### config.mk
export PLATFORM = sky130hd
export DESIGN_NAME = cpl_tlp_serializer
export DESIGN_NICKNAME = d
export VERILOG_FILES = /design/src/rtl/pcie_tlp_pkg.sv /design/src/rtl/sync_fifo.sv /design/src/rtl/cpl_tlp_serializer.sv
export SDC_FILE = /design/constraint.sdc
export NUM_CORES = 1
export LEC_CHECK = 0
export ABC_AREA = 1
export CELL_PAD_IN_SITES_DETAIL_PLACEMENT = 0
export CELL_PAD_IN_SITES_GLOBAL_PLACEMENT = 1
export CORE_MARGIN = 2
export CORE_UTILIZATION = 49
export CTS_BUF_LIST = sky130_fd_sc_hd__clkbuf_4
export DETAILED_ROUTE_END_ITERATION = 6
export HOLD_SLACK_MARGIN = 0.06
export PLACE_DENSITY = 0.91
export SYNTH_ARGS = -nofsm -noshare
export SYNTH_HDL_FRONTEND = slang
export SYNTH_SLANG_ARGS = --single-unit
### constraint.sdc
create_clock -name clk -period 10.9 [get_ports clk]
set_clock_uncertainty 0.2 [all_clocks]
set_input_delay 2.18 -clock clk [delete_from_list [all_inputs] [get_ports clk]]
set_output_delay 2.18 -clock clk [all_outputs]
set_load 0.02 [all_outputs]
### src/rtl/pcie_tlp_pkg.sv
// Completion TLP field positions, status encodings and serializer FSM states.
package pcie_tlp_pkg;

   localparam int FMT_HI          = 31;
   localparam int FMT_DATA_BIT    = 30;
   localparam int CPL_STATUS_HI   = 47;
   localparam int CPL_STATUS_LO   = 45;
   localparam int COMPLETER_ID_HI = 63;
   localparam int COMPLETER_ID_LO = 48;

   localparam logic [2:0]  CPL_SC      = 3'b000;
   localparam logic [2:0]  CPL_UR      = 3'b001;
   localparam logic [2:0]  CPL_DEFAULT = 3'b111;
   localparam logic [15:0] DEFAULT_CID = 16'hFFFF;

   typedef enum logic [1:0] {
      IDLE  = 2'd0,
      SEND0 = 2'd1,
      SEND1 = 2'd2
   } ser_state_t;

   // Fmt is two bits here; its low bit is the data-present flag.
   function automatic logic tlp_has_data(input logic [95:0] hdr);
      return (hdr[FMT_HI:FMT_DATA_BIT] & 2'b01) != 2'b00;
   endfunction

   // Upstream leaves a default completer ID and default status; fill them in.
   function automatic logic [95:0] finalize_hdr(input logic [95:0] hdr,
                                                input logic [15:0] cid);
      logic [95:0] f;
      f = hdr;
      if (hdr[COMPLETER_ID_HI:COMPLETER_ID_LO] == DEFAULT_CID)
         f[COMPLETER_ID_HI:COMPLETER_ID_LO] = cid;
      case (hdr[CPL_STATUS_HI:CPL_STATUS_LO])
         CPL_DEFAULT: f[CPL_STATUS_HI:CPL_STATUS_LO] = CPL_SC;
         CPL_SC,
         CPL_UR:      f[CPL_STATUS_HI:CPL_STATUS_LO] = hdr[CPL_STATUS_HI:CPL_STATUS_LO];
         default:     f[CPL_STATUS_HI:CPL_STATUS_LO] = hdr[CPL_STATUS_HI:CPL_STATUS_LO];
      endcase
      return f;
   endfunction

endpackage

### src/rtl/sync_fifo.sv
// Single-clock FIFO with registered pointers; level/full/empty derive from the pointers only.
module sync_fifo #(
   parameter int WIDTH = 128,
   parameter int DEPTH = 4
) (
   input  logic                     clk,
   input  logic                     rst_n,
   input  logic                     wr_en,
   input  logic [WIDTH-1:0]         wr_data,
   input  logic                     rd_en,
   output logic [WIDTH-1:0]         rd_data,
   output logic                     full,
   output logic                     empty,
   output logic [$clog2(DEPTH):0]   level
);

   localparam int              AW       = $clog2(DEPTH);
   localparam logic [AW:0]     FULL_LVL = (AW+1)'(DEPTH);

   logic [WIDTH-1:0] mem [DEPTH];
   logic [AW:0]      wr_ptr;
   logic [AW:0]      rd_ptr;
   logic             do_wr;
   logic             do_rd;

   assign level   = wr_ptr - rd_ptr;
   assign full    = (level == FULL_LVL);
   assign empty   = (wr_ptr == rd_ptr);
   assign rd_data = mem[rd_ptr[AW-1:0]];
   assign do_wr   = wr_en && !full;
   assign do_rd   = rd_en && !empty;

   // Pointer update; the extra MSB distinguishes full from empty.
   always_ff @(posedge clk or negedge rst_n) begin
      if (!rst_n) begin
         wr_ptr <= '0;
         rd_ptr <= '0;
      end else begin
         if (do_wr) wr_ptr <= wr_ptr + 1'b1;
         if (do_rd) rd_ptr <= rd_ptr + 1'b1;
      end
   end

   // Storage array, no reset needed since empty gates every read.
   always_ff @(posedge clk) begin
      if (do_wr) mem[wr_ptr[AW-1:0]] <= wr_data;
   end

endmodule

### src/rtl/cpl_tlp_serializer.sv
// Buffers finished completion headers and emits each TLP as two 64-bit beats.
//
// state | meaning
// IDLE  | no beat presented; pop next entry when FIFO non-empty
// SEND0 | beat0 {DW1', DW0} presented with sop
// SEND1 | beat1 {payload|0, DW2} presented with eop; chains to next TLP without bubble
module cpl_tlp_serializer
   import pcie_tlp_pkg::*;
#(
   parameter int          DATA_WIDTH   = 64,
   parameter int          FIFO_DEPTH   = 4,
   parameter logic [15:0] COMPLETER_ID = 16'h0000
) (
   input  logic                            clk,
   input  logic                            rst_n,
   input  logic [95:0]                     in_header,
   input  logic [31:0]                     in_payload,
   input  logic                            in_valid,
   output logic                            in_ready,
   output logic [DATA_WIDTH-1:0]           out_data,
   output logic [1:0]                      out_keep,
   output logic                            out_sop,
   output logic                            out_eop,
   output logic                            out_valid,
   input  logic                            out_ready,
   output logic [$clog2(FIFO_DEPTH):0]     fifo_level,
   output logic [15:0]                     cpl_count
);

   if (DATA_WIDTH != 64) begin : g_bad_data_width
      $error("cpl_tlp_serializer: DATA_WIDTH must be 64");
   end
   if ((FIFO_DEPTH < 2) || ((FIFO_DEPTH & (FIFO_DEPTH - 1)) != 0)) begin : g_bad_fifo_depth
      $error("cpl_tlp_serializer: FIFO_DEPTH must be a power of two >= 2");
   end

   ser_state_t   state;
   logic         fifo_full;
   logic         fifo_empty;
   logic         fifo_wr;
   logic         fifo_rd;
   logic [127:0] fifo_rd_data;
   logic [95:0]  hdr_fin;
   logic         pop_has_data;

   logic [31:0]  hold_dw2;
   logic [31:0]  hold_payload;
   logic         hold_has_data;

   assign in_ready     = !fifo_full;
   assign fifo_wr      = in_valid && !fifo_full;
   assign hdr_fin      = finalize_hdr(fifo_rd_data[95:0], COMPLETER_ID);
   assign pop_has_data = tlp_has_data(fifo_rd_data[95:0]);

   // Pop whenever the output stage is free or about to free up.
   always_comb begin
      fifo_rd = 1'b0;
      if (!fifo_empty) begin
         if (state == IDLE)
            fifo_rd = 1'b1;
         else if ((state == SEND1) && out_ready)
            fifo_rd = 1'b1;
      end
   end

   sync_fifo #(
      .WIDTH (128),
      .DEPTH (FIFO_DEPTH)
   ) u_fifo (
      .clk     (clk),
      .rst_n   (rst_n),
      .wr_en   (fifo_wr),
      .wr_data ({in_payload, in_header}),
      .rd_en   (fifo_rd),
      .rd_data (fifo_rd_data),
      .full    (fifo_full),
      .empty   (fifo_empty),
      .level   (fifo_level)
   );

   // Beat sequencer; every output is a register and holds while stalled.
   always_ff @(posedge clk or negedge rst_n) begin
      if (!rst_n) begin
         state         <= IDLE;
         out_data      <= '0;
         out_keep      <= 2'b00;
         out_sop       <= 1'b0;
         out_eop       <= 1'b0;
         out_valid     <= 1'b0;
         cpl_count     <= 16'h0000;
         hold_dw2      <= 32'h0;
         hold_payload  <= 32'h0;
         hold_has_data <= 1'b0;
      end else begin
         case (state)
            IDLE: begin
               if (!fifo_empty) begin
                  out_data      <= hdr_fin[63:0];
                  out_keep      <= 2'b11;
                  out_sop       <= 1'b1;
                  out_eop       <= 1'b0;
                  out_valid     <= 1'b1;
                  hold_dw2      <= hdr_fin[95:64];
                  hold_payload  <= fifo_rd_data[127:96];
                  hold_has_data <= pop_has_data;
                  state         <= SEND0;
               end
            end
            SEND0: begin
               if (out_ready) begin
                  out_data <= {(hold_has_data ? hold_payload : 32'h0), hold_dw2};
                  out_keep <= hold_has_data ? 2'b11 : 2'b01;
                  out_sop  <= 1'b0;
                  out_eop  <= 1'b1;
                  state    <= SEND1;
               end
            end
            SEND1: begin
               if (out_ready) begin
                  cpl_count <= cpl_count + 16'd1;
                  if (!fifo_empty) begin
                     out_data      <= hdr_fin[63:0];
                     out_keep      <= 2'b11;
                     out_sop       <= 1'b1;
                     out_eop       <= 1'b0;
                     hold_dw2      <= hdr_fin[95:64];
                     hold_payload  <= fifo_rd_data[127:96];
                     hold_has_data <= pop_has_data;
                     state         <= SEND0;
                  end else begin
                     out_valid <= 1'b0;
                     out_eop   <= 1'b0;
                     state     <= IDLE;
                  end
               end
            end
            default: state <= IDLE;
         endcase
      end
   end

endmodule

==> results of run 1 <==
==> cell usage after synthesis (all sizes together) <==
cell type / number / area share, %
a32o: 13 / 0.50
or2: 1 / 0.024
nand3b: 1 / 0.029
ha: 8 / 0.39
clkbuf: 47 / 0.68
o21ai: 225 / 4.3
dfrtp: 158 / 15
o211ai: 13 / 0.38
nand2: 265 / 4.0
edfxtp: 512 / 59
nor2: 453 / 6.6
xor2: 13 / 0.44
a31oi: 81 / 1.9
nor3: 1 / 0.039
inv: 31 / 0.47
a21oi: 52 / 1.1
o22ai: 41 / 0.99
fa: 1 / 0.077
nand3: 55 / 1.2
buf: 81 / 2.0
xnor2: 7 / 0.24
mux2: 1 / 0.043
nand4: 4 / 0.12
==> kinds of logic after synthesis <==
| kind of cell | Yosys count | share of synthesized area [%] |
|---|---|---|
| and+or+nand+nor | 780 | 12.0 |
| buffers and inverters | 159 | 3.18 |
| muxes | 1 | 0.0433 |
| AOI/OAI and AO/OA | 425 | 9.29 |
| adders and majority gates | 9 | 0.462 |
| DFF | 670 | 74.3 |
| xor gates and xnor gates | 20 | 0.674 |
==> per-layer routing <==
layer,routed length (um),GRT usage (%),vias to the layer above
li1,-,-,8009
met1,25500,29.9,8459
met2,30500,37.4,701
met3,5640,7.02,113
met4,1240,8.04,10
met5,67,0,-
==> final timing paths <==
check                              endpoint  cells after the start              from
min in group asynchronous      cpl_count[9]                      1             rst_n
max                                in_ready                      5  u_fifo.rd_ptr[0]
max reg2reg                     out_data[3]                     11  u_fifo.rd_ptr[1]
min reg2reg                   cpl_count[15]                      1     cpl_count[15]
min                           cpl_count[15]                      1     cpl_count[15]
max in group asynchronous  u_fifo.rd_ptr[0]                      2             rst_n
==> layout make-up <==
class | count | area, sq um
flip-flops and latches | 670 | 19300
clock inverters | 47 | 256
inverters | 31 | 124
diodes | 5 | 12.5
well taps | 688 | 861
fillers | 4154 | 21800
clock buffers | 260 | 1950
multi-input cells | 1235 | 5890
repair buffers | 238 | 2350
==> state kept, by name (all words and copies together) (netlist names) <==
name           cells
out_sop            1
out_keep           2
state              2
u_fifo.mem       512
hold_payload      32
out_eop            1
hold_dw2          32
out_valid          1
hold_has_data      1
cpl_count         16
u_fifo.wr_ptr      3
out_data          64
u_fifo.rd_ptr      3
==> stage by stage <==
stage / hold WS, ns / utilization, % / std cells / area, sq um
after floorplan: 0.263 / - / 2064 / 26000
after global placement: 0.260 / 54.4 / 2862 / 28600
after detailed placement: 0.268 / 54.4 / 2862 / 28600
after CTS: 0.278 / 58.6 / 3169 / 30800
after global routing: 0.294 / 58.6 / 3172 / 30800
final: 0.271 / 58.6 / 3174 / 30800
==> critical path, delay by kind of cell, from the launching register on <==
kind                     cells  cell delay [ns]
flip-flops                   1             0.77
AND/OR/NAND/NOR              1             0.14
adder cells (fa/ha/maj)      2             0.73
buffers and inverters        1             0.56
XOR/XNOR                     1             0.26
==> power by group <==
group          leakage (nW)  switching (W)  internal (W)
Sequential             6.53       0.000391       0.00359
Combinational          3.38        0.00226       0.00108
Clock                  1.31       0.000983       0.00113
Total                  11.2        0.00364       0.00581
==> metrics.md, run 1 <==
| Metric | Value |
|---|---|
| Outcome | finished clean |
| Achievable Freq | 0.172 GHz |
| CP max-delay cell | dfrtp_4 |
| Crit Path Max Fanout | 56 |
| Largest net degree at the start of global routing | 156 |
| Root buf cell | clkbuf_4 |
| H-tree depth | 4 |
| Initial Util | between 40% and 50% |
| Die width | about 230 um |
| Seq cells post-synth | 670 |
| DR WL/cell | just under 20 um |
| Clk_lat worst skew | between 0.9 and 1 ns |
| Clk buf depth | 3 |
| CP Cell Sequence | ha_1, fa_1, xor2_1, nand3_1, clkdlybuf4s50_1 |
| Commonest non-fill, non-tap cell in the layout | edfxtp_1 |
| First-pass GRT wire length | between 90 and 100 mm |
| Period utilization | between 50% and 60% |
| Core area | ~53000 sq um |
| Port Buf Inserts | 220 |
| Layout cell share with drive strength beyond 1 | between 10% and 20% |
| Cells after synthesis | between 2k and 2.5k |
| Vias in the first global route | between 15k and 20k |
| Max cap viols | 0 |
| IO Pins | 221 |
| Dpl ws | about 5.1 ns |
| Syn nets | 2205 |
| Sequential fraction of the synthesis area | roughly 74% |
| Mapped Area | around 26000 sq um |
| Total GRT Usage | between 20% and 30% |
| Final setup margin | approximately 5.1 ns |
| Setup TNS | 0 ns |
| Die Footprint | 54900 sq um |
| P_leak | around 11 nW |
| Routed wire length | roughly 63 mm |
| Fin crit period | around 5.8 ns |
| Nets | roughly 2.5k |
| TritonCTS buffer count | 165 |
| RD Place Congestion | about 0.8 |
| RSZ-0062 raised after global routing | false |
| Mean Syn Cell Area | approximately 13 sq um |
| Total grt overflow | 0 |
| Area grow syn2layout | 18.4% |
| WP data arrival | roughly 3.4 ns |
| Worst-path clk slew | roughly 0.070 ns |
| Hold Buf Count CTS | 0 |
| Unique masters post-synth | 38 |
| CTS tree | built |
| Largest stage delay, worst path | about 0.77 ns |
| Cell row count | 84 |
| Required time of the critical path | ~8.5 ns |
| Initial DRC Count | around 1.5k |
| Drt via density | 5.45 |
| ANT nets after route | 0 |
| Nature of the critical path startpoint | flop |
| Most frequent cells in the layout | edfxtp_1 (512), nor2_1 (439), clkbuf_4 (260) |
| Clock sinks | 670 |
| DP HPWL | approximately 36 mm |
| Peak supply drop | 0.269 mV |
| Setup-failing EPs final | 0 |
| Initial antenna violation count | 10 |
| CP Class | flop to output pin |
| Crit path capture type | output pin |
| Postcts setup bufs | 0 |
| Vias | between 15k and 20k |
| Post-CTS sizing | 0 |
| Worst Tran Pin Value | 1.24 ns |
| Pwr Density | 307 nW/um^2 |
| Max-slew headroom | around 17% |
| Yosys warns | 0 |
| Die height | 234 um |
| R2R setup slack | roughly 5.4 ns |
| Final max-slew violation count | 0 |
| Hold Crit Class | flop to flop |
| Final Hold Viols | 0 |
| Power Total | 0.00945 W |
| Drt pass-1 iters | 5 |
| DRC | 0 |
Note: power is estimated with default switching activity, not from simulation.
==> run 2, diff against run 1 <==
==> constraint.sdc (replaced) <==
create_clock -name clk -period 5.4 [get_ports clk]
set_clock_uncertainty 0.2 [all_clocks]
set_input_delay 1.08 -clock clk [delete_from_list [all_inputs] [get_ports clk]]
set_output_delay 1.08 -clock clk [all_outputs]
set_load 0.02 [all_outputs]
==> metrics.md, run 2 (same netlist as run 1, synthesis figures left out) <==
| Metric | Value |
|---|---|
| H-tree depth | 4 |
| Nets | between 2k and 2.5k |
| Hold Path Origin | cpl_count[15] |
| Worst-path clk slew | ~0.07 ns |
| Die height | between 200 and 250 um |
| Root buf cell | clkbuf_4 |
| DRC | 3 |
| CP Cell Sequence | ha_1, fa_1, xor2_1, nand3_1, clkdlybuf4s50_1 |
| Most frequent cells in the layout | edfxtp_1 (512), nor2_1 (439), clkbuf_4 (249) |
| GRT met3 Usage | approximately 6.6% |
| Cell row count | 84 |
| Largest stage delay, worst path | ~0.70 ns |
| Crit Path Max Fanout | 50 |
| DR WL/cell | just under 20 um |
| Largest register FFs | a little over 500 |
| TritonCTS buffer count | ~170 |
| P_leak | 11.2 nW |
| Clk buf depth | 3 |
| Initial DRC Count | around 1.5k |
| R2R cell count | 8 |
| Max cap viols | 0 |
| Vias in the first global route | 17.4k |
| Setup-failing EPs final | 0 |
| Pwr Density | 618 nW/um^2 |
| Die width | roughly 230 um |
| Setup TNS | 0 ns |
| Initial antenna violation count | 9 |
| Final Hold Viols | 0 |
| Final max-slew violation count | 0 |
| GR peak layer | met2 |
| Worst Hold Depth | 1 |
| CP Class | flop to output pin |
| Clk_lat worst skew | a little under 1 ns |
| Max-slew headroom | between 10% and 20% |
| Outcome | complete, but fails checks |
| Core area | around 53000 sq um |
| Clock sinks | 670 |
| Vias | 17.4k |
| Area grow syn2layout | 18.8% |
| IO Pins | 221 |
| Multi-input gate area | around 6000 sq um |
| Drt pass-1 iters | 7 |
| Die Footprint | 54900 sq um |
| Worst reg2reg path startpoint | u_fifo.rd_ptr[1] |
| WP data arrival | between 3 and 4 ns |
| RSZ-0062 raised after global routing | false |
| Achievable Freq | about 0.22 GHz |
| R2R setup slack | between 1.5 and 2 ns |
| DP HPWL | 35.9 mm |
| Commonest non-fill, non-tap cell in the layout | edfxtp_1 |
| Drt via density | approximately 5.5 |
| Port Buf Inserts | between 200 and 250 |
| Routed wire length | roughly 62 mm |
| Post-CTS sizing | 0 |
| Final setup margin | 0.806 ns |
| CP max-delay cell | dfrtp_4 |
| RD Place Congestion | ~0.84 |
| Worst Tran Pin Value | around 1.2 ns |
| Dpl ws | between 1.5 and 2 ns |
| Nature of the critical path startpoint | flop |
| Total grt overflow | 0 |
| # fillers | between 4k and 5k |
| Fin crit period | between 4 and 5 ns |
| Worst R2R End | out_keep[0] |
| Required time of the critical path | between 4 and 5 ns |
| ANT nets after route | 0 |
| Met1 GRT Util | 29.5% |
| CTS tree | built |
| First-pass GRT wire length | 95.5 mm |
| Reg area | between 15000 and 20000 sq um |
| Failing checks | design-rule violations |
| Hold EP | cpl_count[15] |
| Period utilization | roughly 85% |
| Layout cell share with drive strength beyond 1 | about 14% |
| Hold Crit Class | flop to flop |
| Initial Util | slightly below 50% |
| Largest net degree at the start of global routing | around 180 |
| Met2 global-route usage | 37.3% |
| Crit path capture type | output pin |
| Total GRT Usage | about 23% |
| Peak supply drop | between 0.5 and 0.6 mV |
## run 2: worst max-delay path by stage
stage,end,slack (ns),start,cells after the start
6_report,in_ready,0.81,u_fifo.rd_ptr[0],5
5_1_grt,in_ready,0.62,u_fifo.rd_ptr[0],5
4_1_cts,in_ready,0.68,u_fifo.rd_ptr[0],5
3_5_place_dp,out_keep[0],1.54,u_fifo.rd_ptr[1],8
3_3_place_gp,out_keep[0],1.61,u_fifo.rd_ptr[1],8
2_1_floorplan,u_fifo.mem[0][0],-0.37,u_fifo.wr_ptr[0],7
## run 2: power by group
part	internal (W)	switching [W]	leakage [nW]
registers	0.00724	0.000771	6.53
logic	0.00224	0.00458	3.43
clock network	0.00230	0.00196	1.29
## run 2: layout make-up
class,count,share of cell area [%]
repair buffers,244,8.01
inverters,31,0.401
diodes,6,0.0486
clock buffers,249,6.05
well taps,688,2.79
clock inverters,53,1.00
flip-flops and latches,670,62.6
multi-input cells,1235,19.1
## run 2: timing repair
item                                    in CTS  in global routing
hold endpoints to repair                    78                  0
buffers inserted                             0                  0
hold buffers                                 1                  0
endpoints found under the setup margin       0                  0
## run 2: stage by stage
step	total power (W)	hold WS, ns	instances	util [%]	area, sq um
after floorplan	0.0126	0.263	2064	-	26000
after global placement	0.0146	0.259	2867	54.6	28700
after detailed placement	0.0149	0.266	2867	54.6	28700
after CTS	0.0192	0.279	3170	58.7	30900
after global routing	0.0203	0.297	3173	58.8	30900
final	0.0191	0.279	3176	58.8	30900
## run 2: per-layer routing
| metal | vias to the layer above | wire length (um) |
|---|---|---|
| li1 | 8005 | - |
| met1 | 8588 | 25900 |
| met2 | 720 | 30100 |
| met3 | 98 | 4850 |
| met4 | 6 | 1450 |
| met5 | - | 43 |
## run 2: critical path, delay by kind of cell, from the launching register on
family	cells	cell delay [ns]
xor+xnor	1	0.25
fa+ha+maj	2	0.69
buf+inv	1	0.56
flops	1	0.70
simple gates	1	0.13
